==> src/rtl/qspis_reg2wb.sv <==
// ---------------------------------------------------------------------------
// qspis_reg2wb
//
// Back end of the QSPI slave interface. Takes the single-outstanding reg_*
// request handshake and runs exactly one classic Wishbone master cycle per
// request. It returns read data and a one-cycle completion pulse, and it keeps
// a sticky bus-error flag for debug.
//
// Optional feature: define QSPIS_WB_TMO_EN to add a bus timeout. A cycle that
// is still unanswered after 2**TMO_W-1 BUS cycles is then abandoned. Without
// the macro, BUS waits for the slave indefinitely.
//
// Ports
//   sys_clk, rst_n            clock, asynchronous active-low reset
//   reg_wr / reg_rd           level requests, held until reg_ack
//   reg_addr/reg_be/reg_wdata request address, byte enables, write data
//   reg_rdata / reg_ack       read data (held), one-cycle completion pulse
//   wbm_*                     Wishbone classic master port
//   bus_err / err_clr         sticky error flag and its synchronous clear
// ---------------------------------------------------------------------------
module qspis_reg2wb #(
    parameter logic [7:0]  WB_ADR_HI = 8'h00,
    parameter int          TMO_W     = 8,
    parameter logic [31:0] ERR_RDATA = 32'hDEAD_BEEF
) (
    input  logic        sys_clk,
    input  logic        rst_n,
    input  logic        reg_wr,
    input  logic        reg_rd,
    input  logic [23:0] reg_addr,
    input  logic [3:0]  reg_be,
    input  logic [31:0] reg_wdata,
    output logic [31:0] reg_rdata,
    output logic        reg_ack,
    output logic        wbm_cyc_o,
    output logic        wbm_stb_o,
    output logic [31:0] wbm_adr_o,
    output logic        wbm_we_o,
    output logic [31:0] wbm_dat_o,
    output logic [3:0]  wbm_sel_o,
    input  logic [31:0] wbm_dat_i,
    input  logic        wbm_ack_i,
    input  logic        wbm_err_i,
    output logic        bus_err,
    input  logic        err_clr
);

    typedef enum logic [1:0] {IDLE, BUS, ACK, WDONE} state_e;

    state_e      state_q, state_d;
    logic [23:0] adr_q, adr_d;
    logic [3:0]  sel_q, sel_d;
    logic [31:0] dat_q, dat_d;
    logic        we_q, we_d;
    logic [31:0] rdata_q, rdata_d;
    logic        bus_err_q, bus_err_d;
    logic        err_set;
    logic        tmo_hit;
    logic        req;

    assign req = reg_wr | reg_rd;

`ifdef QSPIS_WB_TMO_EN
    // The timeout fires on the BUS cycle whose increment would bring the
    // counter to its all-ones value. A cycle therefore times out after
    // 2**TMO_W-1 BUS cycles.
    localparam logic [TMO_W-1:0] TMO_LAST = {TMO_W{1'b1}} - 1'b1;

    logic [TMO_W-1:0] tmo_q, tmo_d;

    always_comb begin
        tmo_d = tmo_q;
        if (state_q == IDLE && req) begin
            tmo_d = '0;
        end else if (state_q == BUS && !wbm_ack_i && !wbm_err_i) begin
            tmo_d = tmo_q + 1'b1;
        end
    end

    always_ff @(posedge sys_clk or negedge rst_n) begin
        if (!rst_n) tmo_q <= '0;
        else        tmo_q <= tmo_d;
    end

    // A slave answer in the same cycle takes precedence over the timeout.
    assign tmo_hit = (state_q == BUS) && (tmo_q == TMO_LAST) && !wbm_ack_i && !wbm_err_i;
`else
    assign tmo_hit = 1'b0;
`endif

    // State and datapath registers.
    // NOTE: Sequential state uses non-blocking assignments. That way every
    // register samples its pre-edge value, whatever order the blocks run in.
    always_ff @(posedge sys_clk or negedge rst_n) begin
        if (!rst_n) begin
            state_q   <= IDLE;
            adr_q     <= '0;
            sel_q     <= '0;
            dat_q     <= '0;
            we_q      <= 1'b0;
            rdata_q   <= '0;
            bus_err_q <= 1'b0;
        end else begin
            state_q   <= state_d;
            adr_q     <= adr_d;
            sel_q     <= sel_d;
            dat_q     <= dat_d;
            we_q      <= we_d;
            rdata_q   <= rdata_d;
            bus_err_q <= bus_err_d;
        end
    end

    // Next-state logic.
    // NOTE: Every output of a combinational block gets a default first.
    // Otherwise an unassigned path infers a latch.
    always_comb begin
        state_d = state_q;
        unique case (state_q)
            IDLE:    if (req) state_d = BUS;
            BUS:     if (wbm_err_i || wbm_ack_i || tmo_hit) state_d = ACK;
            ACK:     state_d = WDONE;
            WDONE:   if (!req) state_d = IDLE;
            default: state_d = IDLE;
        endcase
    end

    // Datapath next values: capture the request, then capture the response.
    always_comb begin
        adr_d   = adr_q;
        sel_d   = sel_q;
        dat_d   = dat_q;
        we_d    = we_q;
        rdata_d = rdata_q;
        err_set = 1'b0;
        if (state_q == IDLE && req) begin
            adr_d = reg_addr;
            sel_d = reg_be;
            dat_d = reg_wdata;
            // A simultaneous read and write request resolves to the write and is flagged.
            we_d    = reg_wr;
            err_set = reg_wr & reg_rd;
        end else if (state_q == BUS) begin
            if (wbm_err_i) begin
                rdata_d = ERR_RDATA;
                err_set = 1'b1;
            end else if (wbm_ack_i) begin
                if (!we_q) rdata_d = wbm_dat_i;
            end else if (tmo_hit) begin
                rdata_d = ERR_RDATA;
                err_set = 1'b1;
            end
        end
        // If a new error and err_clr arrive in the same cycle, the error wins.
        bus_err_d = err_set | (bus_err_q & ~err_clr);
    end

    // Outputs are decoded from the state. Reset therefore drops cyc/stb at
    // once and no reg_ack can follow.
    always_comb begin
        wbm_cyc_o = (state_q == BUS);
        wbm_stb_o = (state_q == BUS);
        reg_ack   = (state_q == ACK);
    end

    assign wbm_adr_o = {WB_ADR_HI, adr_q};
    assign wbm_sel_o = sel_q;
    assign wbm_dat_o = dat_q;
    assign wbm_we_o  = we_q;
    assign reg_rdata = rdata_q;
    assign bus_err   = bus_err_q;

endmodule

==> config.mk <==
export PLATFORM = sky130hd
export DESIGN_NAME = qspis_reg2wb
export DESIGN_NICKNAME = d
export VERILOG_FILES = /design/src/rtl/qspis_reg2wb.sv
export SDC_FILE = /design/constraint.sdc
export NUM_CORES = 1
export LEC_CHECK = 0
export ABC_CLOCK_PERIOD_IN_PS = 1900
export BUFFER_PORTS_ARGS = -buffer_cell sky130_fd_sc_hd__buf_4
export CORE_AREA = 2 2 96 98
export DETAILED_ROUTE_END_ITERATION = 6
export DIE_AREA = 0 0 98 100
export PLACE_DENSITY = 0.79
export SKIP_LAST_GASP = 1
export SLEW_MARGIN = 20
export SYNTH_ARGS = -nofsm -noshare
export SYNTH_HDL_FRONTEND = slang
export SYNTH_SLANG_ARGS = --single-unit
==> constraint.sdc <==
create_clock -name sys_clk -period 1.9 [get_ports sys_clk]
set_clock_uncertainty 0.15 [all_clocks]
set_input_delay 0 -clock sys_clk [delete_from_list [all_inputs] [get_ports sys_clk]]
set_output_delay 0 -clock sys_clk [all_outputs]
set_load 0.01 [all_outputs]
==> metrics, run 1 <==
worst path required time 1.98 ns; top-count cell post-synth dfrtp_1; dominant synthesized flop cell dfrtp_1; post-synthesis instance total 238; area added between synthesis and finish 72.5%; total global routing overflow 0; Iteration-0 DRC Markers 60; Setup-failing EPs final 0; CTS tree done; Critical Setup Path Class reg -> reg; Final Cycle Share 0.959; achievable frequency 0.549 GHz; vias in the first global route 3,362; CP Data Arrival Time 1.91 ns; Rows 35; crit-path leading delay family flip-flops; FF-to-FF Start state_q[1]; Clock Tree Buf Depth 2; first-pass GRT wire length 17,100 um; clk sinks 96; H-tree depth 3; mux cell area share after synthesis 0.183; reg2reg setup slack 0.08 ns; synth top area cells dfrtp_1 (63%), mux2_2 (18%), o22a_2 (4.7%), buf_4 (2.2%), ha_1 (2.0%); Post-synth ARST share 1.00; layout cells sized above 1 0.564; max-slew violations 0; CORE AREA 0.00889 mm^2; gpl congestion 0.711; drc violations 0; worst vdd ir 0.768 mV; synthesized area per cell 16.0 um^2; initial antenna violation count 0; Final Util 0.740; Final WS setup 0.0771 ns; dominant combinational cell family by area after synthesis multiplexers; Power Dens Cells 1390 mW/mm^2; status complete, no violations; Hold Violations, Final 0; nets@finish 643; full die area 0.00980 mm^2; Initial Util 0.429; complex-gate fraction of the synthesized area 0.0974; RR Endpoint state_q[1]; slowest cell on the critical path dfrtp_1; top-area cell type share of the netlist area 0.630; 1st-pass router iterations 4; Placement Setup Slack 0.0121 ns; via/cell ratio 4.81; Port Buffers 195; Die Width 98 um; pin count of the biggest net entering global routing 54; antenna cells 0; YS warnings 0; wire per inst 16.7 um; Period minus WS final 1.82 ns; CP startpoint kind flip-flop; dpl hpwl 6290 um; worst-path cell chain inv_2 > ha_1 > or3b_1 > o311ai_4 > mux2_1; post-synthesis register bit count 96; CTS root buffer clkbuf_8; static leakage 0.00307 uW; post-detailed-route count of antenna-violating nets 0; CP endpoint kind flip-flop; Clk pin slew, worst setup/hold paths 0.10 ns; max-cap violations 0; Die Span Y 100 um; gr usage total 0.220; routed wire length 10,900 um; number of enable flip-flop cells after synthesis 0; number of I/O pins 204; Post-Synth XOR/XNOR Area 0; leading area contributor after synthesis dfrtp_1; CP max stage delay 0.43 ns; sequential area share after synthesis 0.630; post-synthesis simple-gate area fraction 0.0174; later-pin clock latency in the skew report 0.34 ns; DR vias 3,145; R2R depth 5; Cell variety after synth 27; Num CTS Buffers 9; min-delay worst type in -> async; top post-synthesis cells by count dfrtp_1 (96), mux2_2 (60), o22a_2 (18); Post-Syn Area 0.00381 mm^2; Worst Path Max Fanout 4; adder-cell share of the synthesized area 0.0197; RSZ-0062 raised after global routing false; CP Buf/Inv Count 1
[state kept, by name (all words and copies together) (netlist names)]
signal / cells
adr_q: 24
bus_err: 1
reg_rdata: 32
state_q: 2
wbm_dat_o: 32
wbm_sel_o: 4
wbm_we_o: 1
[area by class of cell]
type / count / area (um^2)
Multi-Input combinational cell: 124 / 1260
Inverter: 4 / 15.0
Fill cell: 548 / 2310
Timing Repair Buffer: 303 / 2580
Clock buffer: 10 / 138
Clock inverter: 6 / 50.0
Tap cell: 111 / 139
Sequential cell: 96 / 2400
[metal layers]
metal / global-route usage / wire length (um)
met1: 0.264 / 4350
met2: 0.384 / 5590
met3: 0.0578 / 737
met4: 0.0844 / 268
met5: 0 / 0
[through the flow]
stage          power, uW  std cells  area, um^2  TNS [ns]  hold slack (ns)
3_3_place_gp        7440        537        5350         0           -0.206
6_report            9150        654        6580         0           0.0226
4_1_cts             9060        653        6540  -0.00326           0.0112
5_1_grt             9670        654        6580         0           0.0293
2_1_floorplan       5640        245        3840         0           -0.446
3_5_place_dp        7590        537        5350         0           -0.202
[worst max-delay path by stage]
stage                          start             to  slack (ns)  cells past startpoint
after global placement    state_q[1]      adr_q[12]        0.09                      5
after detailed placement  state_q[1]       adr_q[9]        0.01                      5
after global routing      state_q[1]     state_q[1]       0.009                      5
final                     state_q[1]     state_q[1]        0.08                      5
after CTS                 state_q[1]  wbm_dat_o[13]      -0.003                      5
after floorplan           state_q[1]     state_q[1]        0.09                      5
[where the power goes]
group	switching (uW)	internal, uW	total (uW)
registers	533	2990	3520
clock network	729	531	1260
logic	1810	2560	4370
[layout by cell type (no fill, tap or decap), types with 2 or more instances in the layout]
cell | Yosys | routed
dfrtp_1 | 96 | 96
inv_1 | 4 | 3
dlygate4sd3_1 | 0 | 99
buf_4 | 11 | 200
conb_1 | 1 | 8
a22o_1 | 8 | 8
o22a_1 | 6 | 6
mux2_2 | 60 | 60
inv_6 | 0 | 2
clkbuf_8 | 0 | 10
o22a_2 | 18 | 18
ha_1 | 6 | 5
nand2_1 | 4 | 4
buf_12 | 0 | 3
[worst reg2reg max path: stages, from the launching register on]
cell and delay, ns:
dfrtp_1 0.43, inv_2 0.11, ha_1 0.17, or3b_1 0.40, o311ai_4 0.11, mux2_1 0.35
[cell families after synthesis]
group	Yosys count
adders and majority gates	6
buffers and inverters	25
other	1
AOI/OAI and AO/OA	38
muxes	62
and+or+nand+nor	10
DFF	96
[repair_timing]
action	in CTS	in global routing
endpoints found under the hold margin	192	0
endpoints found under the setup margin	1	70
cloned	0	1
setup buffers	0	0
hold buffers	100	0
resized for setup	0	3
pin swaps	0	0
Power figures use the tool's default switching activity.
==> run 2, diff against run 1 <==
- ABC_CLOCK_PERIOD_IN_PS: 1900 -> 1600
- CORE_AREA: 2 2 96 98 -> 2 2 101 103
- DIE_AREA: 0 0 98 100 -> 0 0 103 105
- PLACE_DENSITY: 0.79 -> 0.75
- clock period: 1.9 -> 1.6 ns (I/O delays scaled with it)
==> run 2 against run 1 <==
  * The run now ends with setup timing left
  * Non-clock buffer count up 16
  * Die area up 10%
  * Register-to-register slack lost 0.22 ns
  * Final cell count rose by 5.7%
  * Sequential power rose by 20%
  * Cell area is 7.3% higher
==> metrics, run 2 (synthesis gave the netlist of run 1 again) <==
initial antenna violation count 0; switching power 4000 uW; Flop pwr share 0.344; Final WS setup -0.142 ns; PnR Total Power 12,300 uW; slowest cell on the critical path dfrtp_1; max-slew violations 0; via/cell ratio 4.65; Comb pwr share 0.526; Switching Share 0.326; Final Cycle Share 1.09; DR vias 3,215; Placement Setup Slack -0.204 ns; Clk pwr share 0.130; worst path required time 1.69 ns; most frequent cells in the layout buf_4 (206), dlygate4sd3_1 (98), dfrtp_1 (95); Critical Setup Path Class reg -> reg; later-pin clock latency in the skew report 0.35 ns; Iteration-0 DRC Markers 94; gpl congestion 0.739; number of I/O pins 204; full die area 0.0108 mm^2; gr usage total 0.209; clk sinks 96; 1st-pass router iterations 5; Period minus WS final 1.74 ns; worst-path cell chain inv_2 > ha_4 > or3b_4 > o311ai_4 > mux2_4; Setup-failing EPs final 86; wire per inst 17.7 um; RSZ-0062 raised after global routing true; Die Width 103 um; vias in the first global route 3,379; CORE AREA 0.00964 mm^2; status complete, but fails checks; dpl hpwl 6800 um; commonest non-fill, non-tap cell in the layout buf_4; CTS root buffer clkbuf_8; CP Data Arrival Time 1.83 ns; static leakage 0.00341 uW; dpl cells 565; post-detailed-route count of antenna-violating nets 0; CP startpoint kind flip-flop; H-tree depth 3; Clk pin slew, worst setup/hold paths 0.08 ns; routed wire length 12,200 um; Port Buffers 195; Initial Util 0.396; CP max stage delay 0.39 ns; setup TNS -5.51 ns; Power Dens Cells 1740 mW/mm^2; Num CTS Buffers 9; Rows 36; CTS tree done; Pint 8260 uW; drc violations 0; antenna cells 0; achievable frequency 0.574 GHz; Die Span Y 105 um; total global routing overflow 0; CP endpoint kind flip-flop; min-delay worst type in -> reg; pin count of the biggest net entering global routing 41; Fillers 626; Hold Violations, Final 0; fin cells 691; first-pass GRT wire length 17,200 um; layout cells sized above 1 0.586; max-cap violations 0; nets@finish 659; Clock Tree Buf Depth 2; CP Buf/Inv Count 1; area added between synthesis and finish 85.0%; Worst Path Max Fanout 4; Final Util 0.732; crit-path leading delay family flip-flops; worst vdd ir 0.933 mV; failing checks setup timing
[run 2: worst reg2reg max path: cells and delay by family, from the launching register on]
| family | cells | cell delay (ns) |
|---|---|---|
| muxes | 1 | 0.32 |
| and+or+nand+nor | 1 | 0.39 |
| AOI/OAI and AO/OA | 1 | 0.10 |
| buffers and inverters | 1 | 0.13 |
| DFF | 1 | 0.39 |
| adders and majority gates | 1 | 0.15 |
[run 2: repair_timing]
item,CTS,global route
hold buffers,98,0
pin swaps,7,3
endpoints found under the hold margin,192,0
gates cloned,3,3
setup endpoints to repair,95,96
setup buffers,7,2
resized for setup,7,44
[run 2: per-layer routing]
metal	track usage	part of all wire	vias up
met5	0	0	-
met4	0.0677	0.017	0
met3	0.0488	0.054	20
met2	0.382	0.54	132
met1	0.234	0.39	1594
li1	-	-	1469
[run 2: power groups by stage]
stage	logic, uW	registers (uW)	clock network (uW)
2_1_floorplan	2090	4650	0
3_3_place_gp	4930	4130	0
3_5_place_dp	5060	4180	0
4_1_cts	5800	4130	1650
5_1_grt	6810	4350	1760
6_report	6450	4220	1590
[run 2: cell type report]
type                       count  area (um^2)  share of cell area
clock inverter                 4         55.1             0.00780
clock buffer                  11          141              0.0200
sequential                    96         2400               0.340
timing repair buffer         319         2830               0.401
multi-input combinational    124         1450               0.205
inverter                       4         15.0             0.00213
tap                          133          166              0.0236
[run 2: through the flow]
| stage | instance area, um^2 | hold slack (ns) |
|---|---|---|
| final | 7060 | 0.0434 |
| after detailed placement | 5470 | -0.212 |
| after global placement | 5470 | -0.213 |
| after global routing | 7060 | 0.0321 |
| after floorplan | 3860 | -0.446 |
| after CTS | 6850 | 0.0186 |
[run 2: final timing paths]
check,start,to,slack [ns],depth (start not counted)
worst min-delay path,wbm_ack_i,state_q[1],0.04,4
worst max register to register,state_q[1],state_q[1],-0.14,5
worst max-delay path,state_q[1],state_q[1],-0.14,5
max in group asynchronous,rst_n,state_q[0],0.23,4
min in group asynchronous,rst_n,adr_q[22],0.51,3
worst min register to register,bus_err,bus_err,0.34,2
